**src/rtl/divide_pkg.sv**
```systemverilog
// divide_pkg: shared types, defaults and helpers for the sequential divider.
package divide_pkg;
    typedef enum logic {IDLE, RUN} state_e;
    localparam int DW_DEF = 14;
    localparam int VW_DEF = 4;
    function automatic int cnt_w(input int dw);
        return $clog2(dw + 1);
    endfunction
endpackage

```
**src/rtl/divide_step.sv**
```systemverilog
// divide_step: one combinational restoring-division step (shift in one dividend bit, trial subtract).
module divide_step #(
    parameter int VW = 4
) (
    input  logic [VW:0]   partial_i,
    input  logic          msb_i,
    input  logic [VW-1:0] divisor_i,
    output logic [VW:0]   partial_o,
    output logic          qbit_o
);
    logic [VW:0] shifted;
    assign shifted = {partial_i[VW-1:0], msb_i};
    // partial_i[VW] is always clear while remainder < divisor; folding it in keeps the compare exact regardless
    assign qbit_o    = partial_i[VW] | (shifted >= {1'b0, divisor_i});
    assign partial_o = qbit_o ? shifted - {1'b0, divisor_i} : shifted;
endmodule

```
**src/rtl/divide_seq.sv**
```systemverilog
// divide_seq: sequential restoring divider, one quotient bit per clock,
// runtime divisor with divide-by-zero flag and a one-cycle done pulse.
module divide_seq
    import divide_pkg::*;
#(
    parameter int DW = DW_DEF,
    parameter int VW = VW_DEF
) (
    input  logic          clk,
    input  logic          rst,
    input  logic          start,
    input  logic [DW-1:0] dividend,
    input  logic [VW-1:0] divisor,
    output logic [DW-1:0] quotient,
    output logic [VW-1:0] remainder,
    output logic          ready,
    output logic          done,
    output logic          div_by_zero
);
    localparam int CW = cnt_w(DW);

    state_e        state_q, state_d;
    logic [DW-1:0] shift_q, shift_d, quot_q, quot_d;
    logic [VW-1:0] div_q, div_d, rem_q, rem_d;
    logic [VW:0]   part_q, part_d, part_next;
    logic [CW-1:0] cnt_q, cnt_d;
    logic          done_q, done_d, dbz_q, dbz_d, qbit;

    divide_step #(.VW(VW)) u_step (
        .partial_i(part_q),
        .msb_i    (shift_q[DW-1]),
        .divisor_i(div_q),
        .partial_o(part_next),
        .qbit_o   (qbit)
    );

    always_ff @(posedge clk or negedge rst) begin
        if (!rst) begin
            state_q <= IDLE;
            shift_q <= '0;
            div_q   <= '0;
            part_q  <= '0;
            cnt_q   <= '0;
            quot_q  <= '0;
            rem_q   <= '0;
            done_q  <= 1'b0;
            dbz_q   <= 1'b0;
        end else begin
            state_q <= state_d;
            shift_q <= shift_d;
            div_q   <= div_d;
            part_q  <= part_d;
            cnt_q   <= cnt_d;
            quot_q  <= quot_d;
            rem_q   <= rem_d;
            done_q  <= done_d;
            dbz_q   <= dbz_d;
        end
    end

    always_comb begin
        state_d = state_q;
        shift_d = shift_q;
        div_d   = div_q;
        part_d  = part_q;
        cnt_d   = cnt_q;
        quot_d  = quot_q;
        rem_d   = rem_q;
        done_d  = 1'b0;
        dbz_d   = dbz_q;
        if (state_q == IDLE) begin
            if (start && divisor != '0) begin
                state_d = RUN;
                shift_d = dividend;
                div_d   = divisor;
                part_d  = '0;
                cnt_d   = CW'(DW);
            end else if (start) begin
                quot_d = '1;
                rem_d  = '0;
                dbz_d  = 1'b1;
                done_d = 1'b1;
            end
        end else begin
            shift_d = {shift_q[DW-2:0], qbit};
            part_d  = part_next;
            cnt_d   = cnt_q - CW'(1);
            if (cnt_q == CW'(1)) begin
                state_d = IDLE;
                quot_d  = shift_d;
                rem_d   = part_next[VW-1:0];
                dbz_d   = 1'b0;
                done_d  = 1'b1;
            end
        end
    end

    assign quotient    = quot_q;
    assign remainder   = rem_q;
    assign ready       = (state_q == IDLE);
    assign done        = done_q;
    assign div_by_zero = dbz_q;
endmodule

```
**config.mk**
```make
export PLATFORM = sky130hd
export DESIGN_NAME = divide_seq
export DESIGN_NICKNAME = d
export VERILOG_FILES = /design/src/rtl/divide_pkg.sv /design/src/rtl/divide_step.sv /design/src/rtl/divide_seq.sv
export SDC_FILE = /design/constraint.sdc
export NUM_CORES = 1
export LEC_CHECK = 0
export BUFFER_PORTS_ARGS = -buffer_cell sky130_fd_sc_hd__buf_2
export CORE_UTILIZATION = 59
export DETAILED_ROUTE_END_ITERATION = 10
export PLACE_DENSITY = 0.92
export RECOVER_POWER = 100
export SLEW_MARGIN = 20
export SYNTH_ARGS = -nofsm -noshare
export SYNTH_HDL_FRONTEND = slang
export SYNTH_HIERARCHICAL = 1
export SYNTH_SLANG_ARGS = --single-unit
```
**constraint.sdc**
```tcl
create_clock -name clk -period 3.3 [get_ports clk]
set_input_delay 0.33 -clock clk [delete_from_list [all_inputs] [get_ports clk]]
set_output_delay 0.33 -clock clk [all_outputs]
set_load 0.02 [all_outputs]
```
==> metrics.md, run 1 <==
| Metric | Value |
|---|---|
| Starting Density | `0.6163` |
| Die Span Y | `64.08 µm` |
| Req. time, crit path | `3510 ps` |
| Ratio of cells with drive above 1 in the final layout | `0.1762` |
| Max frequency | `0.3870 GHz` |
| Area growth from synthesis to layout | `11.78%` |
| TritonCTS buffer count | `5` |
| Fin crit share | `0.7830` |
| Finished Layout Cells | `292` |
| Type of the worst min-delay path | `input port to flop` |
| Top FF cell, synth | `dfrtp_1` |
| Hold buffers post-CTS | `0` |
| Peak VDD IR | `520.3 µV` |
| Mapped Cells | `204` |
| Multi-input logic area | `934.6 µm²` |
| Max stage delay on crit path | `420 ps` |
| Final Critical Period | `2584 ps` |
| WHS Path Cells | `2` |
| Count of cell types in the netlist | `41` |
| Met1 GRT Util | `0.3159` |
| Die Area | `0.004106 mm²` |
| Worst-Skew Late Latency | `320 ps` |
| Io pins | `42` |
| Max-slew violation count | `49` |
| Critical setup path kind | `flop to flop` |
| Synth Cell Area | `0.002273 mm²` |
| Top cell type's share of synthesized area | `0.5283` |
| Hold Path End | `div_q[1]$_DFFE_PN0P_` |
| I/O Buffers | `41` |
| Drt pass-1 iters | `4` |
| Detail Route Antenna Nets | `0` |
| Total GRT Usage | `0.2571` |
| TritonCTS clock tree | `yes` |
| Measured slew at the worst slew-check pin | `2467 ps` |
| Post_cts resized | `0` |
| Setup Viol. Count Final | `0` |
| Main combinational cell family by area after synthesis | `compound AO/OA/AOI/OAI gates` |
| Setup repair bufs after CTS | `0` |
| Met3 GRT Util | `0.07500` |
| Inserted Diodes | `0` |
| Leakage power | `1.070 nW` |
| CTS clk-pin slew, worst paths | `90 ps` |
| Failing checks | `capacitance limit, slew limit` |
| Wire per inst | `15.40 µm` |
| Async set-reset flop share out of synthesis | `1.000` |
| Status | `finished, violations left` |
| Area share of fa/ha/maj cells after synthesis | `0.04183` |
| Maximum fanout along the worst path | `5` |
| Post-Synth XOR/XNOR Area | `0.007705` |
| Met2 Usage GRT | `0.4229` |
| First-pass GRT wire length | `7797 µm` |
| Synth area leaders | `dfrtp_1 53%, nor2_1 5.3%, o221a_1 4.5%, nand2b_1 4.1%, a21oi_1 3.7%` |
| Fin Clk Skew | `11.97 ps` |
| Setup TNS | `0 ps` |
| Drc violations | `0` |
| Slew headroom | `-0.6450` |
| Mux share of post-synthesis cell area | `0.03963` |
| Critical path's slowest cell | `dfrtp_1` |
| First DRT Iteration DRCs | `96` |
| Crit path arrival time | `2790 ps` |
| Power Dens Cells | `1051 mW/mm²` |
| Crit. End Element | `flop` |
| Nets | `271` |
| Largest net degree at the start of global routing | `49` |
| Post-synthesis compound-gate area fraction | `0.1783` |
| Max-Cap Viols | `1` |
| EDFF count, synth | `0` |
| Area share of and/or/nand/nor cells after synthesis | `0.1607` |
| Final hold vios | `0` |
| Overflow after GRT | `0` |
| Routed wire length | `4497 µm` |
| Critical-path cell list | `ha_1 > a41o_1 > or3_1 > nor2_1 > mux2_1 > and2_0 > a31o_2` |
| Top cell type by total area after synthesis | `dfrtp_1` |
| Busiest grt layer | `met2` |
| Register-to-register setup slack | `720 ps` |
| Initial antenna violation count | `0` |
| Rows | `22` |
| Core Area | `0.003689 mm²` |
| RD Place Congestion | `0.8924` |
| RSZ-0062 raised after global routing | `no` |
| H-Tree Depth | `2` |
| Cell count of the worst reg-to-reg path | `7` |
| Min-delay src | `divisor[1]` |
| DP Cell Count | `284` |
| Clk sinks | `48` |
| CTS root buf | `clkbuf_8` |
| Syn Area/Cell | `11.14 µm²` |
| Via Count | `1677` |
| Reg-to-reg endpoint | `remainder[2]$_DFFE_PN0P_` |
| Seq/Total Area, Yosys | `0.5283` |
| Ys Warns | `6` |
| Vias in the first global route | `1693` |
| Seq. cell area | `0.001201 mm²` |
| Post-Synthesis Net Count | `232` |
| Worst reg2reg path startpoint | `part_q[1]$_DFFE_PN0P_` |
| Die X | `64.08 µm` |
| Critical path launch point type | `flop` |
| DP HPWL | `3021 µm` |
| Filler cells | `316` |
| Bufs on Longest Clock Path | `2` |
| Seq cells post-synth | `48` |
| Vias per Instance | `5.743` |
-- cells in the final DEF, fill, tap and decap left out, types with 2 or more instances in the layout --
master,instances
nand2b_1,15
a211oi_1,2
nor2b_1,2
clkbuf_8,5
a21oi_1,17
ha_1,6
and2_0,4
nand2_1,7
nor2_1,33
buf_4,2
o21a_1,2
o221a_2,5
buf_2,19
dfrtp_1,48
a22o_1,5
clkbuf_1,23
mux2i_1,3
mux2_2,4
a31o_2,4
o221a_1,9
inv_1,8
-- layer usage --
metal  vias to the layer above  share of wire  wire length, µm
met1                       835           0.46             2087
met3                         6          0.044              200
met2                        37           0.47             2136
met4                         0          0.016               73
li1                        799              -                -
met5                         -              0                0
-- cells in the mapped netlist (3+ instances only) --
cell       n
mux2i_1    3
inv_1      8
dfrtp_1   48
o221a_2    5
and2_1     4
ha_1       6
mux2_2     4
nand2_1    6
a21oi_1   17
a22o_1     5
o221a_1    9
buf_2      4
nor2_1    32
nand2b_1  15
clkbuf_1   5
a31o_2     4
-- cells by family (layout without fill, tap and decap cells) --
group,Yosys count,in the layout
buf+inv,21,61
flops,48,48
fa+ha+maj,7,7
compound gates,50,50
mux,8,8
xor+xnor,2,2
simple gates,68,68
-- flip-flops by register name (all words and copies together) (netlist names) --
name and count:
quotient 14, shift_q 14, part_q 5, cnt_q 4, div_q 4, remainder 4
div_by_zero 1, done 1, state_q 1
-- metrics by stage --
stage	power [mW]	hold slack, ps	worst slack, ps	cell area [µm²]	utilization
2_1_floorplan	2.013	34.41	1093	2273	-
3_3_place_gp	2.265	455.6	1046	2502	0.6784
3_5_place_dp	2.332	463.4	982.8	2502	0.6784
4_1_cts	2.776	217.2	967.9	2618	0.7096
5_1_grt	2.876	253.6	622.8	2541	0.6889
6_report	2.671	255.2	715.9	2541	0.6889
-- worst max-delay path by stage --
| stage | end | from | slack [ps] |
|---|---|---|---|
| after floorplan | remainder[2]$_DFFE_PN0P_ | part_q[1]$_DFFE_PN0P_ | 1090 |
| after global placement | remainder[2]$_DFFE_PN0P_ | part_q[1]$_DFFE_PN0P_ | 1050 |
| after detailed placement | remainder[2]$_DFFE_PN0P_ | part_q[1]$_DFFE_PN0P_ | 980 |
| after CTS | remainder[2]$_DFFE_PN0P_ | part_q[1]$_DFFE_PN0P_ | 970 |
| after global routing | remainder[2]$_DFFE_PN0P_ | part_q[1]$_DFFE_PN0P_ | 620 |
| final | remainder[2]$_DFFE_PN0P_ | part_q[1]$_DFFE_PN0P_ | 720 |
-- report_power, final --
| group | total, mW | leakage [nW] | switching (mW) | internal (mW) |
|---|---|---|---|---|
| Sequential | 0.998 | 0.515 | 0.157 | 0.841 |
| Combinational | 1.23 | 0.501 | 0.653 | 0.577 |
| Clock | 0.442 | 0.0548 | 0.214 | 0.228 |
-- cell type report --
| class | instances | area share |
|---|---|---|
| clock inverters | 3 | 0.01822 |
| flip-flops and latches | 48 | 0.4727 |
| clock buffers | 5 | 0.02708 |
| inverters | 9 | 0.01329 |
| well taps | 48 | 0.02363 |
| repair buffers | 44 | 0.07730 |
| multi-input cells | 135 | 0.3678 |
-- critical path: cells and delay by family (launching register included) --
family | cells | cell delay, ps
adders and majority gates | 1 | 380
and+or+nand+nor | 3 | 820
muxes | 1 | 390
DFF | 1 | 420
AOI/OAI and AO/OA | 2 | 480
Note: power is estimated with default switching activity, not from simulation.
==> run 2: changes to the inputs <==
--- a/config.mk
+++ b/config.mk
@@ -5,10 +5,11 @@
 export SDC_FILE = /design/constraint.sdc
 export NUM_CORES = 1
 export LEC_CHECK = 0
+export ABC_AREA = 1
 export BUFFER_PORTS_ARGS = -buffer_cell sky130_fd_sc_hd__buf_2
-export CORE_UTILIZATION = 59
+export CORE_UTILIZATION = 56
 export DETAILED_ROUTE_END_ITERATION = 10
-export PLACE_DENSITY = 0.92
+export PLACE_DENSITY = 0.87
 export RECOVER_POWER = 100
 export SLEW_MARGIN = 20
 export SYNTH_ARGS = -nofsm -noshare
==> constraint.sdc (replaced) <==
create_clock -name clk -period 2.7 [get_ports clk]
set_input_delay 0.27 -clock clk [delete_from_list [all_inputs] [get_ports clk]]
set_output_delay 0.27 -clock clk [all_outputs]
set_load 0.02 [all_outputs]
==> run 2 against run 1 <==
Compared with the run above:
- the run now ends clean
- area after synthesis grew 10%
- global-route usage decreased by 2.6 points
- sequential power rose by 30%
- sequential share of layout area shrank 3.1 points
- worst setup slack got worse by 6.0 ps
- clock-buffer cell count grew 1
- cell count increased by 39%
- utilization shrank 3.2 points
- critical path type unchanged
==> metrics.md, run 2 <==
| Metric | Value |
|---|---|
| Nets | `384 (was 271)` |
| Async set-reset flop share out of synthesis | `1.000 (unchanged)` |
| TritonCTS clock tree | `yes (unchanged)` |
| EDFF count, synth | `0 (unchanged)` |
| Total GRT Usage | `0.2315 (was 0.2571)` |
| Net Sw Power | `1.682 mW (was 1.025 mW)` |
| Post-route cell area | `0.002721 mm² (was 0.002541 mm²)` |
| Synth area leaders | `dfrtp_1 48%, nand2_1 13%, nand3_1 8.8%, nor2_1 7.5%, inv_1 5.2% (was dfrtp_1 53%, nor2_1 5.3%, o221a_1 4.5%, nand2b_1 4.1%, a21oi_1 3.7%)` |
| Cell Area, Placed | `0.002688 mm² (was 0.002502 mm²)` |
| Worst-Skew Late Latency | `300 ps (was 320 ps)` |
| Post-Synthesis Net Count | `348 (was 232)` |
| Bufs on Longest Clock Path | `2 (unchanged)` |
| Max-Cap Viols | `0 (was 1)` |
| Type of the worst min-delay path | `input port to async pin (was input port to flop)` |
| Worst reg2reg path startpoint | `state_q$_DFF_PN0_ (was part_q[1]$_DFFE_PN0P_)` |
| Status | `finished clean (was finished, violations left)` |
| RD Place Congestion | `0.8720 (was 0.8924)` |
| Overflow after GRT | `0 (unchanged)` |
| Syn Area/Cell | `7.840 µm² (was 11.14 µm²)` |
| Ys Warns | `6 (unchanged)` |
| Max-slew violation count | `0 (was 49)` |
| Setup crit start | `state_q$_DFF_PN0_ (was part_q[1]$_DFFE_PN0P_)` |
| First-pass GRT wire length | `8010 µm (was 7797 µm)` |
| Starting Density | `0.6054 (was 0.6163)` |
| Seq cells post-synth | `48 (unchanged)` |
| Final Critical Period | `1990 ps (was 2584 ps)` |
| Critical path's slowest cell | `inv_2 (was dfrtp_1)` |
| Drc violations | `0 (unchanged)` |
| Critical setup path kind | `flop to flop (unchanged)` |
| CTS root buf | `clkbuf_8 (unchanged)` |
| Clk pwr share | `0.121 (was 0.166)` |
| I/O Buffers | `41 (unchanged)` |
| Io pins | `42 (unchanged)` |
| Slew headroom | `0.2267 (was -0.6450)` |
| Inserted Diodes | `0 (unchanged)` |
| Power Dens Cells | `1325 mW/mm² (was 1051 mW/mm²)` |
| Vias per Instance | `5.140 (was 5.743)` |
| Final hold vios | `0 (unchanged)` |
| Part of the power in registers | `0.361 (was 0.374)` |
| Most common cell in the synthesized netlist | `nand2_1 (was dfrtp_1)` |
| Fin crit share | `0.7371 (was 0.7830)` |
| Synth Cell Area | `0.002509 mm² (was 0.002273 mm²)` |
| Top FF cell, synth | `dfrtp_1 (unchanged)` |
| Measured slew at the worst slew-check pin | `1160 ps (was 2467 ps)` |
| Top cells by count, synth | `84 x nand2_1, 50 x nor2_1, 48 x dfrtp_1 (was 48 x dfrtp_1, 32 x nor2_1, 17 x a21oi_1)` |
| Most frequent cells in the layout | `87 x nand2_1, 52 x nor2_1, 48 x dfrtp_1 (was 48 x dfrtp_1, 33 x nor2_1, 23 x clkbuf_1)` |
| Crit. End Element | `flop (unchanged)` |
| Final core occ | `0.6567 (was 0.6889)` |
| Top cell type by total area after synthesis | `dfrtp_1 (unchanged)` |
| Max stage delay on crit path | `570 ps (was 420 ps)` |
| Post_cts resized | `0 (unchanged)` |
| Peak VDD IR | `639.2 µV (was 520.3 µV)` |
| Largest net degree at the start of global routing | `49 (unchanged)` |
| Area growth from synthesis to layout | `8.479% (was 11.78%)` |
| Core Area | `0.004144 mm² (was 0.003689 mm²)` |
| Pint | `1.924 mW (was 1.646 mW)` |
| TritonCTS buffer count | `5 (unchanged)` |
| Logic pwr share | `0.518 (was 0.461)` |
| Critical path launch point type | `flop (unchanged)` |
| Max frequency | `0.5025 GHz (was 0.3870 GHz)` |
| Wire per inst | `12.15 µm (was 15.40 µm)` |
| Critical-path cell list | `inv_2 > nand2_1 > o21bai_1 (was ha_1 > a41o_1 > or3_1 > nor2_1 > mux2_1 > and2_0 > a31o_2)` |
| Die Span Y | `68.93 µm (was 64.08 µm)` |
| Setup repair bufs after CTS | `0 (unchanged)` |
| First DRT Iteration DRCs | `124 (was 96)` |
| Setup TNS | `0 ps (unchanged)` |
| Routed wire length | `4933 µm (was 4497 µm)` |
| Hold buffers post-CTS | `0 (unchanged)` |
| Die X | `68.93 µm (was 64.08 µm)` |
| Initial antenna violation count | `0 (unchanged)` |
| Die Area | `0.004751 mm² (was 0.004106 mm²)` |
| Maximum fanout along the worst path | `43 (was 5)` |
| Detail Route Antenna Nets | `0 (unchanged)` |
| Clk sinks | `48 (unchanged)` |
| Switching share of power | `0.4664 (was 0.3836)` |
| Ratio of cells with drive above 1 in the final layout | `0.1039 (was 0.1762)` |
| Leakage power | `1.455 nW (was 1.070 nW)` |
| Top cell type's share of synthesized area | `0.4788 (was 0.5283)` |
| Mapped Cells | `320 (was 204)` |
| Fin Clk Skew | `13.02 ps (was 11.97 ps)` |
| Drt pass-1 iters | `4 (unchanged)` |
| CTS clk-pin slew, worst paths | `90 ps (about the same)` |
| Req. time, crit path | `2920 ps (was 3510 ps)` |
| DP HPWL | `3444 µm (was 3021 µm)` |
| Setup Viol. Count Final | `0 (unchanged)` |
| H-Tree Depth | `2 (unchanged)` |
| Vias in the first global route | `1847 (was 1693)` |
| Via Count | `2087 (was 1677)` |
| Commonest non-fill, non-tap cell in the layout | `nand2_1 (was dfrtp_1)` |
| RSZ-0062 raised after global routing | `no (unchanged)` |
| Count of cell types in the netlist | `24 (was 41)` |
| Crit path arrival time | `2210 ps (was 2790 ps)` |
| Rows | `23 (was 22)` |
| Seq/Total Area, Yosys | `0.4788 (was 0.5283)` |
| Hold_ws | `192.7 ps (was 255.2 ps)` |
-- run 2: changes by cell type after synthesis, moves of 6 or more --
cell      previous run  this run
buf_4                0         6
nand2_1              6        84
inv_1                8        35
o221a_1              9         0
o21ai_0              1        12
a21oi_1             17         4
nand2b_1            15         0
nand3_1              0        44
nor2_1              32        50
-- run 2: worst paths after layout --
path | to | depth (start not counted) | slack (ps)
max | cnt_q[0]$_DFFE_PN0P_ | 3 | 710
min in group clk | div_q[1]$_DFFE_PN0P_ | 3 | 230
max in group asynchronous | div_q[1]$_DFFE_PN0P_ | 1 | 1800
max reg2reg | cnt_q[0]$_DFFE_PN0P_ | 3 | 710
min reg2reg | div_by_zero$_DFFE_PN0P_ | 2 | 480
min | part_q[4]$_DFFE_PN0P_ | 1 | 190
-- run 2: final cells by class --
type / count / area (µm²)
Fill cell: 375 / 1423
Clock inverter: 1 / 8.758
Inverter: 37 / 138.9
Timing Repair Buffer: 43 / 190.2
Tap cell: 50 / 62.56
Multi-Input combinational cell: 221 / 1037
Sequential cell: 48 / 1201
Clock buffer: 6 / 82.58
-- run 2: power by group through the flow --
stage | sequential, mW | clock (mW) | combinational, mW
floorplan | 1.43 | 0 | 1.38
global placement | 1.29 | 0 | 1.88
detailed placement | 1.31 | 0 | 1.95
global route | 1.35 | 0.472 | 2.16
CTS | 1.30 | 0.444 | 1.95
finish | 1.30 | 0.437 | 1.87
-- run 2: cells by family after synthesis --
kind of cell / Yosys count / synth area share
AO/OA/AOI/OAI: 18 / 0.03791
XOR/XNOR: 1 / 0.003492
adder cells (fa/ha/maj): 7 / 0.03790
buffers and inverters: 51 / 0.09676
flip-flops: 48 / 0.4788
AND/OR/NAND/NOR: 195 / 0.3451
-- run 2: per-stage QoR --
step | total power [mW] | setup WS [ps] | std cells
floorplan | 2.804 | 1137 | 320
global placement | 3.176 | 962.9 | 399
detailed placement | 3.259 | 888.7 | 399
CTS | 3.696 | 705.6 | 406
global route | 3.982 | 556.3 | 406
finish | 3.606 | 709.9 | 406
-- run 2: metal layers --
| metal | vias up | track usage | part of all wire |
|---|---|---|---|
| met4 | 0 | 0.08163 | 0.011 |
| met2 | 57 | 0.3932 | 0.47 |
| li1 | 1064 | - | - |
| met3 | 6 | 0.04605 | 0.061 |
| met5 | - | 0 | 0 |
| met1 | 960 | 0.2913 | 0.46 |
-- run 2: worst max-delay path, delay by kind of cell, from the launching register on --
family	cells	cell delay, ps
AND/OR/NAND/NOR	1	520
buffers and inverters	1	570
AO/OA/AOI/OAI	1	270
flip-flops	1	540
==> run 3: changes to the inputs <==
--- a/config.mk
+++ b/config.mk
@@ -7,9 +7,9 @@
 export LEC_CHECK = 0
 export ABC_AREA = 1
 export BUFFER_PORTS_ARGS = -buffer_cell sky130_fd_sc_hd__buf_2
-export CORE_UTILIZATION = 56
+export CORE_UTILIZATION = 50
 export DETAILED_ROUTE_END_ITERATION = 10
-export PLACE_DENSITY = 0.87
+export PLACE_DENSITY = 0.83
 export RECOVER_POWER = 100
 export SLEW_MARGIN = 20
 export SYNTH_ARGS = -nofsm -noshare
==> constraint.sdc (replaced) <==
create_clock -name clk -period 1.8 [get_ports clk]
set_input_delay 0.18 -clock clk [delete_from_list [all_inputs] [get_ports clk]]
set_output_delay 0.18 -clock clk [all_outputs]
set_load 0.02 [all_outputs]
==> run 3 against run 2 <==
Compared with the run above:
- global-route usage fell by 1.8 points
- via count rose by 2.0%
- critical path depth rose by 1
- sequential cell count did not move
- largest cell class unchanged
- wire length rose by 3.2%
- die area rose by 12%
- power rose by 58%
- clock-buffer cell count fell by 1
- register-to-register slack got worse by 600 ps
- critical path type is now flop to primary output
- non-clock buffer count rose by 9
- highest routed layer unchanged
==> metrics.md, run 3 (synthesized netlist as in run 2, its figures left out) <==
| Metric | Value |
|---|---|
| Initial antenna violation count | `0 (unchanged)` |
| Type of the worst min-delay path | `input port to flop (was input port to async pin)` |
| Die X | `72.83 µm (was 68.93 µm)` |
| Via Count | `2129 (was 2087)` |
| Max-Cap Viols | `0 (unchanged)` |
| RSZ-0062 raised after global routing | `no (unchanged)` |
| Starting Density | `0.5242 (was 0.6054)` |
| Peak VDD IR | `741.7 µV (was 639.2 µV)` |
| Crit path arrival time | `1540 ps (was 2210 ps)` |
| Setup TNS | `0 ps (unchanged)` |
| Final Critical Period | `1721 ps` |
| Detail Route Antenna Nets | `0 (unchanged)` |
| Wire per inst | `11.76 µm (was 12.15 µm)` |
| Register-to-register setup slack | `110 ps (was 710 ps)` |
| Measured slew at the worst slew-check pin | `1150 ps (was 1160 ps)` |
| Nets | `393 (was 384)` |
| Ratio of cells with drive above 1 in the final layout | `0.1448 (was 0.1039)` |
| Final core occ | `0.5971 (was 0.6567)` |
| Largest net degree at the start of global routing | `49 (unchanged)` |
| Hold Path End | `div_q[1]$_DFFE_PN0P_` |
| Critical setup path kind | `flop to primary output (was flop to flop)` |
| Post-route cell area | `0.002858 mm² (was 0.002721 mm²)` |
| Drt pass-1 iters | `4 (unchanged)` |
| Bufs on Longest Clock Path | `2 (unchanged)` |
| Area growth from synthesis to layout | `13.92% (was 8.479%)` |
| Vias in the first global route | `1946 (was 1847)` |
| Io pins | `42 (unchanged)` |
| Commonest non-fill, non-tap cell in the layout | `nand2_1 (unchanged)` |
| Req. time, crit path | `1620 ps (was 2920 ps)` |
| Total GRT Usage | `0.2131 (was 0.2315)` |
| Fin crit share | `0.9560` |
| Routed wire length | `5092 µm (was 4933 µm)` |
| Slew headroom | `0.2333 (was 0.2267)` |
| Overflow after GRT | `0 (unchanged)` |
| Setup Viol. Count Final | `0 (unchanged)` |
| Die Area | `0.005304 mm² (was 0.004751 mm²)` |
| First-pass GRT wire length | `8618 µm (was 8010 µm)` |
| Max-slew violation count | `0 (unchanged)` |
| Cell count of the worst reg-to-reg path | `10 (was 3)` |
| Core Area | `0.004786 mm² (was 0.004144 mm²)` |
| Fin Clk Skew | `7.104 ps (was 13.02 ps)` |
| Drc violations | `0 (unchanged)` |
| Clk sinks | `48 (unchanged)` |
| Power Dens Cells | `1994 mW/mm² (was 1325 mW/mm²)` |
| Status | `finished clean (unchanged)` |
| DP HPWL | `3550 µm (was 3444 µm)` |
| Reg-to-reg endpoint | `part_q[4]$_DFFE_PN0P_ (was cnt_q[0]$_DFFE_PN0P_)` |
| Final hold vios | `0 (unchanged)` |
| Min-delay src | `divisor[1]` |
| Worst reg2reg path startpoint | `shift_q[13]$_DFFE_PN0P_ (was state_q$_DFF_PN0_)` |
| First DRT Iteration DRCs | `210 (was 124)` |
| Max frequency | `0.5811 GHz` |
| Setup crit start | `state_q$_DFF_PN0_ (unchanged)` |
| Inserted Diodes | `0 (unchanged)` |
| CTS clk-pin slew, worst paths | `90 ps (about the same)` |
| Die Span Y | `72.83 µm (was 68.93 µm)` |
| RD Place Congestion | `0.8651 (was 0.8720)` |
| Cell Area, Placed | `0.002754 mm² (was 0.002688 mm²)` |
| TritonCTS buffer count | `5 (unchanged)` |
| Vias per Instance | `4.917 (was 5.140)` |
| WHS Path Cells | `3` |
| I/O Buffers | `41 (unchanged)` |
| Most frequent cells in the layout | `85 x nand2_1, 50 x nor2_1, 48 x dfrtp_1 (was 87 x nand2_1, 52 x nor2_1, 48 x dfrtp_1)` |
| H-Tree Depth | `2 (unchanged)` |
| Leakage power | `1.510 nW (was 1.455 nW)` |
| Crit. End Element | `primary output (was flop)` |
| Worst-Skew Late Latency | `310 ps (was 300 ps)` |
| CTS root buf | `clkbuf_8 (unchanged)` |
| TritonCTS clock tree | `yes (unchanged)` |
| Critical path launch point type | `flop (unchanged)` |
| Maximum fanout along the worst path | `19 (was 43)` |
| Rows | `25 (was 23)` |
-- run 3: where the power goes --
| group | switching, mW | leakage, nW | total [mW] | internal [mW] |
|---|---|---|---|---|
| sequential | 0.321 | 0.566 | 1.93 | 1.61 |
| combinational | 1.90 | 0.885 | 2.96 | 1.07 |
| clock | 0.382 | 0.0583 | 0.800 | 0.418 |
| total | 2.60 | 1.51 | 5.70 | 3.10 |
-- run 3: worst max path at each step --
| stage | depth (start not counted) | slack, ps | endpoint |
|---|---|---|---|
| after floorplan | 10 | 240 | part_q[4]$_DFFE_PN0P_ |
| after global placement | 9 | 180 | quotient[0]$_DFFE_PN0P_ |
| after detailed placement | 10 | 100 | part_q[4]$_DFFE_PN0P_ |
| after CTS | 9 | 100 | quotient[0]$_DFFE_PN0P_ |
| after global routing | 11 | 3 | part_q[4]$_DFFE_PN0P_ |
| final | 4 | 80 | ready |
-- run 3: critical path, cell delays in order, from the launching register on --
cell and delay [ps]:
dfrtp_1 450, clkbuf_1 190, inv_2 140, buf_4 240, clkbuf_2 210
-- run 3: what timing repair did --
item	in CTS	in global routing
endpoints found under the hold margin	48	0
gates resized for setup	0	2
setup buffers	0	2
setup endpoints to repair	0	4
hold buffers	1	0
-- run 3: routing by layer --
layer | global-route usage | part of all wire
met5 | 0 | 0
met4 | 0.05229 | 0.012
met3 | 0.04696 | 0.031
met2 | 0.3572 | 0.48
met1 | 0.2816 | 0.48
-- run 3: layout make-up --
type	instances	area, µm²
Tap cell	67	83.83
Fill cell	441	1928
Sequential cell	48	1201
Clock buffer	5	68.82
Timing Repair Buffer	52	259.0
Multi-Input combinational cell	221	1059
Clock inverter	3	47.55
Inverter	37	138.9
-- run 3: metrics by stage --
stage	power (mW)	hold slack (ps)	setup WS [ps]	std cells
2_1_floorplan	4.206	-115.6	237.1	320
3_3_place_gp	4.794	306.4	180.6	422
3_5_place_dp	4.921	305.0	98.08	422
4_1_cts	5.728	121.6	97.87	431
5_1_grt	6.265	142.9	2.881	433
6_report	5.699	117.6	79.24	433
